### src/rtl/lsu_misaligned_ctrl.sv
// lsu_misaligned_ctrl
// Sequences EX-stage loads/stores onto the data bus. Misaligned accesses are
// split into two word-aligned transactions. The second transaction's address
// comes from the ALU, which adds 4 while lsu_addr_incr_req_o is high. Load
// data from both halves is merged, aligned and extended for writeback.
module lsu_misaligned_ctrl #(
    parameter bit ErrSkipSecond = 1'b1
) (
    input  logic        clk_i,
    input  logic        rst_ni,
    input  logic        lsu_req_i,
    input  logic        lsu_we_i,
    input  logic [1:0]  lsu_type_i,
    input  logic        lsu_sign_ext_i,
    input  logic [31:0] lsu_wdata_i,
    input  logic [31:0] adder_result_ex_i,
    output logic        lsu_addr_incr_req_o,
    output logic        data_req_o,
    input  logic        data_gnt_i,
    input  logic        data_rvalid_i,
    input  logic        data_err_i,
    output logic [31:0] data_addr_o,
    output logic        data_we_o,
    output logic [3:0]  data_be_o,
    output logic [31:0] data_wdata_o,
    input  logic [31:0] data_rdata_i,
    output logic [31:0] lsu_rdata_o,
    output logic        lsu_resp_valid_o,
    output logic        lsu_err_o,
    output logic [31:0] addr_last_o,
    output logic        busy_o
);

    localparam logic [2:0] IDLE            = 3'd0;
    localparam logic [2:0] WAIT_GNT_MIS    = 3'd1;
    localparam logic [2:0] WAIT_RVALID_MIS = 3'd2;
    localparam logic [2:0] WAIT_GNT_MIS2   = 3'd3;
    localparam logic [2:0] WAIT_GNT        = 3'd4;
    localparam logic [2:0] WAIT_RVALID     = 3'd5;

    logic [2:0]  state_q, state_d;
    // The low byte of the first half never reaches the merged result.
    logic [31:8] rdata_q, rdata_d;
    logic [31:0] addrLast_q, addrLast_d;
    logic        errSticky_q, errSticky_d;

    logic [1:0]  offset;
    logic        isWord, isHalf, splitAccess, reqRaw;
    logic [31:0] mergedData;

    assign offset      = adder_result_ex_i[1:0];
    assign isWord      = (lsu_type_i == 2'b00);
    assign isHalf      = (lsu_type_i == 2'b01);
    assign splitAccess = (isWord && offset != 2'd0) || (isHalf && offset == 2'd3);

    // Bus request is forced low while reset is held, even if EX is requesting.
    assign data_req_o  = reqRaw & rst_ni;
    assign data_addr_o = {adder_result_ex_i[31:2], 2'b00};
    assign data_we_o   = lsu_we_i;
    assign addr_last_o = addrLast_q;
    assign busy_o      = (state_q != IDLE);

    // Access sequencing: next state, captured data/address/error and the per-state handshake outputs.
    always_comb begin
        state_d             = state_q;
        rdata_d             = rdata_q;
        addrLast_d          = addrLast_q;
        errSticky_d         = errSticky_q;
        reqRaw              = 1'b0;
        lsu_addr_incr_req_o = 1'b0;
        lsu_resp_valid_o    = 1'b0;
        lsu_err_o           = 1'b0;
        case (state_q)
            IDLE: begin
                reqRaw = lsu_req_i;
                if (lsu_req_i) begin
                    errSticky_d = 1'b0;
                    if (data_gnt_i) begin
                        addrLast_d = adder_result_ex_i;
                        state_d    = splitAccess ? WAIT_RVALID_MIS : WAIT_RVALID;
                    end else begin
                        state_d    = splitAccess ? WAIT_GNT_MIS : WAIT_GNT;
                    end
                end
            end
            WAIT_GNT_MIS: begin
                reqRaw = 1'b1;
                if (data_gnt_i) begin
                    addrLast_d = adder_result_ex_i;
                    state_d    = WAIT_RVALID_MIS;
                end
            end
            WAIT_GNT: begin
                reqRaw = 1'b1;
                if (data_gnt_i) begin
                    addrLast_d = adder_result_ex_i;
                    state_d    = WAIT_RVALID;
                end
            end
            WAIT_RVALID_MIS: begin
                if (data_rvalid_i) begin
                    rdata_d = data_rdata_i[31:8];
                    if (data_err_i && ErrSkipSecond) begin
                        lsu_resp_valid_o = 1'b1;
                        lsu_err_o        = 1'b1;
                        state_d          = IDLE;
                    end else begin
                        errSticky_d = data_err_i;
                        state_d     = WAIT_GNT_MIS2;
                    end
                end
            end
            WAIT_GNT_MIS2: begin
                reqRaw              = 1'b1;
                lsu_addr_incr_req_o = 1'b1;
                if (data_gnt_i) begin
                    state_d = WAIT_RVALID;
                end
            end
            WAIT_RVALID: begin
                if (data_rvalid_i) begin
                    lsu_resp_valid_o = 1'b1;
                    lsu_err_o        = data_err_i | errSticky_q;
                    state_d          = IDLE;
                end
            end
            default: state_d = IDLE;
        endcase
    end

    // State and capture registers; reset may land in any state, including mid-split.
    always_ff @(posedge clk_i or negedge rst_ni) begin
        if (!rst_ni) begin
            state_q     <= IDLE;
            rdata_q     <= '0;
            addrLast_q  <= '0;
            errSticky_q <= 1'b0;
        end else begin
            state_q     <= state_d;
            rdata_q     <= rdata_d;
            addrLast_q  <= addrLast_d;
            errSticky_q <= errSticky_d;
        end
    end

    // Byte enables: the second half covers the bytes that spilled into the next word.
    always_comb begin
        data_be_o = 4'b0000;
        if (state_q == WAIT_GNT_MIS2) begin
            if (isWord) begin
                data_be_o = 4'b1111 >> (3'd4 - {1'b0, offset});
            end else begin
                data_be_o = 4'b0001;
            end
        end else if (isWord) begin
            data_be_o = 4'b1111 << offset;
        end else if (isHalf) begin
            data_be_o = 4'b0011 << offset;
        end else begin
            data_be_o = 4'b0001 << offset;
        end
    end

    // Store data rotated so each byte lands on its lane; the same rotation serves both halves.
    always_comb begin
        case (offset)
            2'd1:    data_wdata_o = {lsu_wdata_i[23:0], lsu_wdata_i[31:24]};
            2'd2:    data_wdata_o = {lsu_wdata_i[15:0], lsu_wdata_i[31:16]};
            2'd3:    data_wdata_o = {lsu_wdata_i[7:0],  lsu_wdata_i[31:8]};
            default: data_wdata_o = lsu_wdata_i;
        endcase
    end

    // Load data: merge both halves (or shift a single word down), then size and extend.
    always_comb begin
        mergedData = data_rdata_i >> {offset, 3'b000};
        if (splitAccess) begin
            case (offset)
                2'd1:    mergedData = {data_rdata_i[7:0],  rdata_q[31:8]};
                2'd2:    mergedData = {data_rdata_i[15:0], rdata_q[31:16]};
                2'd3:    mergedData = {data_rdata_i[23:0], rdata_q[31:24]};
                default: mergedData = data_rdata_i;
            endcase
        end
        if (lsu_we_i) begin
            lsu_rdata_o = 32'h0;
        end else if (isWord) begin
            lsu_rdata_o = mergedData;
        end else if (isHalf) begin
            lsu_rdata_o = {{16{lsu_sign_ext_i & mergedData[15]}}, mergedData[15:0]};
        end else begin
            lsu_rdata_o = {{24{lsu_sign_ext_i & mergedData[7]}}, mergedData[7:0]};
        end
    end

endmodule

### config.mk
export PLATFORM = sky130hd
export DESIGN_NAME = lsu_misaligned_ctrl
export DESIGN_NICKNAME = d
export VERILOG_FILES = /design/src/rtl/lsu_misaligned_ctrl.sv
export SDC_FILE = /design/constraint.sdc
export NUM_CORES = 1
export LEC_CHECK = 0
export ABC_AREA = 1
export CAP_MARGIN = 20
export CORE_ASPECT_RATIO = 0.5
export CORE_MARGIN = 3
export CORE_UTILIZATION = 30
export CTS_CLUSTER_DIAMETER = 60
export DETAILED_ROUTE_END_ITERATION = 8
export PLACE_DENSITY_LB_ADDON = 0.05
export SLEW_MARGIN = 20
export SYNTH_ARGS = -nofsm -noshare
export SYNTH_HDL_FRONTEND = slang
export SYNTH_SLANG_ARGS = --single-unit
### constraint.sdc
create_clock -name clk_i -period 1.9 [get_ports clk_i]
set_input_delay 0.38 -clock clk_i [delete_from_list [all_inputs] [get_ports clk_i]]
set_output_delay 0.38 -clock clk_i [all_outputs]
set_load 0.005 [all_outputs]
* After elaboration in Yosys (flattened, before gate mapping)
Index checks and enable logic that the tools add are counted.
Storage, ports and cells: register bits after elaboration 60, input bits 106, output and inout bits 138, word-level logic and storage cells 80
Operators by class: add/sub/neg operators 1, equal/unequal tests 15, shift-type cells 5, mux-type cells 35, bitwise logic cells 4, reduce and logical (&&, ||, !) cells 16
Operator list (number):
- 2-to-1 mux 32 bit | 6
- case mux 32 bit (3 select lines) | 2
- case mux 32 bit (2 select lines) | 1
- >> shifter 32 x 5 -> 32 bit | 1
- 2-to-1 mux 3 bit | 8
- 2-to-1 mux 4 bit | 4
- case mux 3 bit (5 select lines) | 1
- != test 2 bit, second input constant | 5
- 2-to-1 mux 1 bit | 8
- case mux 1 bit (2 select lines) | 4
- equality test 3 x 2 -> 1 bit, second input constant | 2
- equality test 3 bit, second input constant | 2
- nonzero test 2 bit | 3
- AND reduction 5 bit | 1
- equality test 2 x 1 -> 1 bit, second input constant | 2
- equality test 2 bit, second input constant | 2
- AND reduction 2 bit | 2
- AND reduction 4 bit | 1
- OR reduction 2 bit | 2
- << shifter 1 x 2 -> 4 bit, first input constant | 1
- << shifter 2 x 2 -> 4 bit, first input constant | 1
- << shifter 4 x 2 -> 4 bit, first input constant | 1
- >> shifter 4 x 3 -> 4 bit, first input constant | 1
- bitwise AND 1 bit | 3
- 11 further kinds | 12

* Logic depth before layout (Yosys ltp)
Gate-level depths: netlist of run 1.
depth in word-level cells 8, gate-level depth with buffers 11, depth with buffers taken out 10

* Worst setup path after synthesis of run 1
OpenSTA, ideal clock, no wires.
kind input-to-reg, start input port adder_result_ex_i[1], end register state_q[0], setup time 0.126 ns, arrival 1.735 ns, required time 1.774 ns, setup slack 0.038 ns, stages 11, buffers on the path 3, cells stage by stage buf_2 > nor2_4 > nor2_4 > nand2_1 > buf_6 > buf_2 > ha_1 > o21ai_0 > nand2_1 > nor2_1 > o21ai_0
On the way: longest elaborated chain between the ends 7, elaborated cells between the ends (all ways) 10, those cells by class eq/ne: 1; mux: 5; reduce/logical: 4
Ends and longest elaborated chain:
- from (decl) | line 16 | input logic [31:0] adder_result_ex_i,
- equality test 2 bit or nonzero test 2 bit (tied branches) | line 54 | assign splitAccess = (isWord && offset != 2'd0) || (isHalf && offset == 2'd3);
- logical AND 1 bit | line 54
- logical OR 1 bit * | line 54
- 2-to-1 mux 3 bit, on equally long branches | line 82, 80
- 2-to-1 mux 3 bit * | line 78 | if (data_gnt_i) begin
- 2-to-1 mux 3 bit * | line 76 | if (lsu_req_i) begin
- case mux 3 bit (5 select lines) * | line 73 | case (state_q)
- to (signal assigned) | line 139 | state_q <= state_d;
- to (decl) | line 41 | logic [2:0] state_q, state_d;
Mark *: on every way between the ends. The rest lies on a longest branch, timed or not. The select of a mux whose other input is x is not followed. A chain may end at the register's enable or synchronous reset.

* Worst setup path after layout of run 1
start register rdata_q[23] (netlist bit), end output port lsu_rdata_o[17]
On the way: longest elaborated chain between the ends 6, elaborated cells between the ends (all ways) 7, those cells by class mux: 5; bitwise: 2
Ends and longest elaborated chain:
- from (decl) | line 43 | logic [31:8] rdata_q, rdata_d;
- from (signal assigned) | line 140 | rdata_q <= rdata_d;
- case mux 32 bit (3 select lines) * | line 178 | case (offset)
- 2-to-1 mux 32 bit * | line 177 | if (splitAccess) begin
- bitwise AND 1 bit, on equally long branches | line 192, 190
- 2-to-1 mux 32 bit * | line 189 | end else if (isHalf) begin
- 2-to-1 mux 32 bit * | line 187 | end else if (isWord) begin
- 2-to-1 mux 32 bit * | line 185 | if (lsu_we_i) begin
- to (decl) | line 27 | output logic [31:0] lsu_rdata_o,
Mark *: on every way between the ends. The rest lies on a longest branch, timed or not.

==> results of run 1 <==
-- layer usage --
metal / vias to the layer above / share of wire, % / global-route usage [%]
met5: - / 0 / 0
met4: 0 / 1.6 / 5.07
met3: 26 / 8.5 / 6.10
met2: 313 / 46 / 36.8
met1: 3330 / 44 / 30.9
li1: 3507 / - / -
-- kinds of logic (layout without fill, tap and decap cells) --
group / count (synthesis) / in the layout
AND/OR/NAND/NOR: 447 / 447
AO/OA/AOI/OAI: 198 / 198
buffers and inverters: 153 / 497
flip-flops: 59 / 59
adder cells (fa/ha/maj): 3 / 3
multiplexers: 3 / 3
other: 1 / 2
-- where the power goes --
| group | internal, W | total (W) | switching (W) | leakage (nW) |
|---|---|---|---|---|
| logic | 0.00222 | 0.00430 | 0.00207 | 3.91 |
| clock network | 0.00116 | 0.00180 | 0.000640 | 0.156 |
| registers | 0.00185 | 0.00223 | 0.000377 | 0.735 |
| total | 0.00523 | 0.00832 | 0.00309 | 4.80 |
-- worst max-delay path, cell delays in order, from the launching register on --
cell and delay (ns):
dfrtp_1 0.36, buf_4 0.12, inv_1 0.03, nor2_1 0.12, nor2_2 0.06, nand2_2 0.10
nand3_4 0.10, nand2_8 0.11, buf_16 0.15, nand2_4 0.04, nor2_2 0.08, buf_2 0.12
-- layout make-up --
type / count / area share, %
clock inverter: 7 / 0.990
sequential: 59 / 14.8
clock buffer: 9 / 2.25
multi-input combinational: 653 / 37.1
inverter: 62 / 2.73
timing repair buffer: 419 / 39.3
tap: 227 / 2.84
-- through the flow --
stage | TNS, ns | cells | hold WS [ns] | utilization (%) | power, W
CTS | -4.93 | 1422 | 0.254 | 56.1 | 0.00818
global route | -8.24 | 1436 | 0.299 | 59.1 | 0.00896
finish | -4.87 | 1436 | 0.205 | 59.1 | 0.00832
global placement | -43.59 | 1365 | 0.453 | 50.6 | 0.00608
floorplan | 0 | 865 | 0.0844 | - | 0.00386
detailed placement | -44.77 | 1365 | 0.458 | 50.6 | 0.00612
-- synth_stat cells (all sizes together) (6+ instances only) --
master	number	share of area, %
a21oi	40	3.8
nand2	308	22
nor2	67	5.6
inv	61	4.3
buf	60	8.1
o2111ai	22	3.6
clkbuf	31	2.2
a31oi	6	0.70
o21ai	108	10
dfrtp	59	28
nand3	65	6.3
o211ai	14	2.0
-- path summary, 6_finish.rpt --
check / from / to / slack [ns] / depth (start not counted)
min in group clk_i: addr_last_o[25]$_DFFE_PN0P_ / addr_last_o[25]$_DFFE_PN0P_ / 0.47 / 2
min: rst_ni / addr_last_o[23]$_DFFE_PN0P_ / 0.21 / 2
max in group asynchronous: rst_ni / rdata_q[17]$_DFFE_PN0P_ / 1.17 / 2
min reg2reg: addr_last_o[25]$_DFFE_PN0P_ / addr_last_o[25]$_DFFE_PN0P_ / 0.47 / 2
max: rdata_q[23]$_DFFE_PN0P_ / lsu_rdata_o[17] / -0.21 / 11
max reg2reg: state_q[0]$_DFFE_PN0P_ / rdata_q[21]$_DFFE_PN0P_ / 0.40 / 7
-- flip-flops by register name, summed over array words and instances, names as in the netlist --
| signal | count |
|---|---|
| addr_last_o | 32 |
| rdata_q | 24 |
| state_q | 3 |
-- timing repair --
action / in CTS / in global routing
setup endpoints to repair: 75 / 55
pin swaps: 45 / 58
buffers inserted: 36 / 18
resized for setup: 449 / 161
cloned: 6 / 2
hold buffers: 0 / 0
==> impl_metrics.json, run 1 <==
{
  "status": "finished with violations",
  "violations": "negative setup slack",
  "synth.avg_cell_area_um2": 6.17,
  "placed_cell_area_um2": 8550,
  "synthCells": 864,
  "tightest_slew_ns": 0.773,
  "drive_gt1_share_pct": 36.1,
  "cts.clk_slew.worst_paths_ns": 0.06,
  "die_h_um": 100,
  "clock_latency_ns": 0.33,
  "drt_iter0_drc": 421,
  "crit_fanout": 5,
  "nets": 1313,
  "finalHoldViolCount": 0,
  "grt_pass1_vias": 6800,
  "vias": 7176,
  "grt_max_degree": 60,
  "coreArea_um2": 16900,
  "required_ns": 1.52,
  "rows": 33,
  "drv_slew": 0,
  "syn_to_final_growth_pct": 87.5,
  "arrival_ns": 1.73,
  "synth_warnings": 0,
  "finClkSkew_ns": 0.00580,
  "ys_seq_area_share_pct": 27.7,
  "setup_slack_ns": -0.209,
  "synth-xor-area-share_pct": 0,
  "synth_adder_area_share_pct": 0.705,
  "setup_viol": 35,
  "root_buffer": "clkbuf_16",
  "layout_commonest_cell": "nand2_1",
  "pin_count": 244,
  "yosys_most_used_dff": "dfrtp_1",
  "ant_nets": 0,
  "synth-async-reset-ratio_pct": 100,
  "post-place-ws_ns": -0.869,
  "fin_crit_ns": 2.11,
  "cp-end-kind": "output pin",
  "powerDensity_nw_per_um2": 833,
  "dr.pass1.iters": 5,
  "place_hpwl_mm": 16.7,
  "final_cell_mix": "258 x nand2_1, 144 x clkdlybuf4s50_1, 113 x buf_4",
  "clock_path_buffers": 2,
  "globalRoute.totalOverflow": 0,
  "seq_area_um2": 1480,
  "postRouteWirelength_mm": 23.7,
  "antenna_found_initial": 0,
  "start_util_pct": 31.5,
  "drc": 0,
  "cts_buffers": 9,
  "ir_drop_mv": 0.551,
  "max-slew-margin-rel_pct": 48.5,
  "grt_pass1_wl_mm": 36.1,
  "clkSinkCount": 59,
  "worstSetupStartpointType": "register",
  "crit_type": "reg -> out",
  "wl_per_cell_um": 16.5,
  "max_freq_ghz": 0.474,
  "die_w_um": 194,
  "portBuffers": 241,
  "final_area_um2": 9990,
  "drv_cap": 0,
  "rsz0062_at_grt": "yes",
  "synth_compound_area_share_pct": 21.4,
  "cts_tree": "yes",
  "fill_cells": 1634,
  "n_antenna_cell": 0,
  "hold_path.class": "in -> async",
  "multi_input_area_um2": 3710,
  "track_usage_pct": 22.8,
  "synth_cell_types": 34,
  "muxShareOfSynthArea_pct": 0.634,
  "synth_simple_gate_area_share_pct": 34.8,
  "min_period_over_period_pct": 111,
  "synth_top_family_by_area": "simple AND/OR/NAND/NOR gates",
  "cts_max_level": 3,
  "die-area_um2": 19500,
  "viasPerCell": 5.00,
  "ys_ff_latch": 59,
  "synth_edf_count": 0,
  "leakagePower_nw": 4.80,
  "syn_area_um2": 5330,
  "place_congestion": 0.917
}
Note: power is estimated with default switching activity, not from simulation.
==> run 2: changes to the inputs <==
--- a/config.mk
+++ b/config.mk
@@ -13,7 +13,6 @@
 export CTS_CLUSTER_DIAMETER = 60
 export DETAILED_ROUTE_END_ITERATION = 8
 export PLACE_DENSITY_LB_ADDON = 0.05
-export SLEW_MARGIN = 20
 export SYNTH_ARGS = -nofsm -noshare
 export SYNTH_HDL_FRONTEND = slang
 export SYNTH_SLANG_ARGS = --single-unit
==> results of run 2 <==
The final DEF is identical to that of run 1; final timing and power are the same.
==> run 3: changes to the inputs <==
--- a/config.mk
+++ b/config.mk
@@ -8,10 +8,10 @@
 export ABC_AREA = 1
 export CAP_MARGIN = 20
 export CORE_ASPECT_RATIO = 0.5
-export CORE_MARGIN = 3
 export CORE_UTILIZATION = 30
 export CTS_CLUSTER_DIAMETER = 60
 export DETAILED_ROUTE_END_ITERATION = 8
+export GPL_ROUTABILITY_DRIVEN = 0
 export PLACE_DENSITY_LB_ADDON = 0.05
 export SYNTH_ARGS = -nofsm -noshare
 export SYNTH_HDL_FRONTEND = slang
==> impl_metrics.json, run 3 (synthesis gave the netlist of run 1 again) <==
{
  "root_buffer": "clkbuf_16",
  "fin_crit_ns": 2.13,
  "drv_slew": 0,
  "die_h_um": 96.2,
  "grt_pass1_vias": 6682,
  "wl_per_cell_um": 16.0,
  "track_usage_pct": 23.6,
  "globalRoute.totalOverflow": 0,
  "layout_commonest_cell": "nand2_1",
  "finalHoldViolCount": 0,
  "ant_nets": 0,
  "hold_slack_ns": 0.353,
  "grt_pass1_wl_mm": 34.2,
  "gr-usage-met2_pct": 38.5,
  "crit_chain": "buf_12 > buf_4 > nand2_1 > nand3_1 > nand2_1 > nand2_4 > nand3_2 > nand2_2 > nand2_4 > buf_12 > buf_12 > buf_8 > nor2_2 > buf_2",
  "crit_fanout": 6,
  "postRouteWirelength_mm": 22.9,
  "path_buf_inv": 6,
  "power.total_w": 0.00826,
  "ir_drop_mv": 0.557,
  "drv_cap": 0,
  "use_met3_pct": 6.05,
  "finClkSkew_ns": 0.0120,
  "ctsHoldBuffers": 0,
  "violations": "negative setup slack",
  "cts_tree": "yes",
  "drt_iter0_drc": 365,
  "rows": 34,
  "arrival_ns": 1.75,
  "tightest_slew_ns": 0.797,
  "nets": 1298,
  "syn_to_final_growth_pct": 83.1,
  "cts.clk_slew.worst_paths_ns": 0.06,
  "drc": 0,
  "pin_count": 244,
  "clock_path_buffers": 2,
  "hold_path.class": "in -> async",
  "crit_slowest_cell": "buf_4",
  "powerDensity_nw_per_um2": 846,
  "rsz0062_at_grt": "yes",
  "min_period_over_period_pct": 112,
  "max-slew-margin-rel_pct": 46.9,
  "drive_gt1_share_pct": 32.8,
  "clkSinkCount": 59,
  "leakagePower_nw": 4.79,
  "coreArea_um2": 17400,
  "max_freq_ghz": 0.469,
  "viasPerCell": 4.99,
  "cts_buffers": 9,
  "grt_max_degree": 60,
  "largest_reg_flops": 32,
  "fill_cells": 1672,
  "cpPeakStageDelay_ns": 0.16,
  "die_w_um": 190,
  "grtUsageMet1_pct": 30.9,
  "crit_top_cell": "buf_12",
  "clock_latency_ns": 0.32,
  "die-area_um2": 18300,
  "place_hpwl_mm": 15.9,
  "setup_viol": 43,
  "worstSetupStartpointType": "primary input",
  "required_ns": 1.52,
  "critPathTopFamily": "buffers and inverters",
  "portBuffers": 241,
  "crit_type": "in -> out",
  "final_cell_mix": "278 x nand2_1, 140 x clkdlybuf4s50_1, 107 x buf_4",
  "dr.pass1.iters": 5,
  "setup_slack_ns": -0.232,
  "setup_tns_ns": -5.29,
  "status": "finished with violations",
  "cp-end-kind": "output pin",
  "start_util_pct": 30.7,
  "vias": 7142,
  "cts_max_level": 3,
  "grt_busiest_layer": "met2",
  "antenna_found_initial": 2
}
==> run 3: metrics by stage <==
step	setup slack, ns	utilization (%)	area, um^2	std cells
after floorplan	0.0384	-	5330	865
after global placement	-0.845	49.3	8560	1362
after detailed placement	-0.901	49.3	8560	1362
after CTS	-0.264	54.1	9400	1421
after global routing	-0.334	56.2	9750	1428
final	-0.232	56.2	9760	1430
==> run 3: what timing repair did <==
item                                    4_1_cts  5_1_grt
cloned                                        4        2
pin swaps                                    53       43
gates resized for setup                     414      120
buffers inserted                             40       12
endpoints found under the setup margin       75       71
==> run 3: layout make-up <==
| cell class | count | area, um^2 | share of cell area [%] |
|---|---|---|---|
| Inverter | 62 | 256 | 2.63 |
| Antenna cell | 2 | 5.00 | 0.0513 |
| Clock inverter | 7 | 98.8 | 1.01 |
| Tap cell | 234 | 293 | 3.00 |
| Timing Repair Buffer | 404 | 3840 | 39.3 |
| Multi-Input combinational cell | 653 | 3560 | 36.5 |
| Sequential cell | 59 | 1480 | 15.1 |
| Clock buffer | 9 | 225 | 2.31 |
==> run 3: worst register-to-register path: stages, from the launching register on <==
cell and delay [ns]:
dfrtp_2 0.44, buf_6 0.14, nor2_4 0.11, nand2_2 0.09
buf_4 0.15, inv_1 0.04, nand2_1 0.23, buf_4 0.26
o21ai_0 0.18
==> run 3: report_power, final <==
part	total, W	leakage, nW	internal, W	switching, W
registers	0.00223	0.734	0.00185	0.000373
clock network	0.00178	0.156	0.00116	0.000623
logic	0.00425	3.90	0.00221	0.00204
==> run 3: final timing paths <==
path | to | depth (start not counted) | startpoint | slack [ns]
hold / removal | rdata_q[9]$_DFFE_PN0P_ | 2 | rst_ni | 0.35
setup / recovery | lsu_rdata_o[29] | 14 | adder_result_ex_i[0] | -0.23
setup reg to reg | rdata_q[15]$_DFFE_PN0P_ | 8 | state_q[0]$_DFFE_PN0P_ | 0.16
hold reg to reg | addr_last_o[7]$_DFFE_PN0P_ | 2 | addr_last_o[7]$_DFFE_PN0P_ | 0.47
max in group asynchronous | state_q[0]$_DFFE_PN0P_ | 2 | rst_ni | 0.96
min in group clk_i | rdata_q[9]$_DFFE_PN0P_ | 4 | data_rdata_i[9] | 0.46
==> run 3: per-layer routing <==
metal / routed length (um) / vias up
li1: - / 3478
met1: 10400 / 3360
met2: 10300 / 274
met3: 1800 / 28
met4: 374 / 2
met5: 13 / -
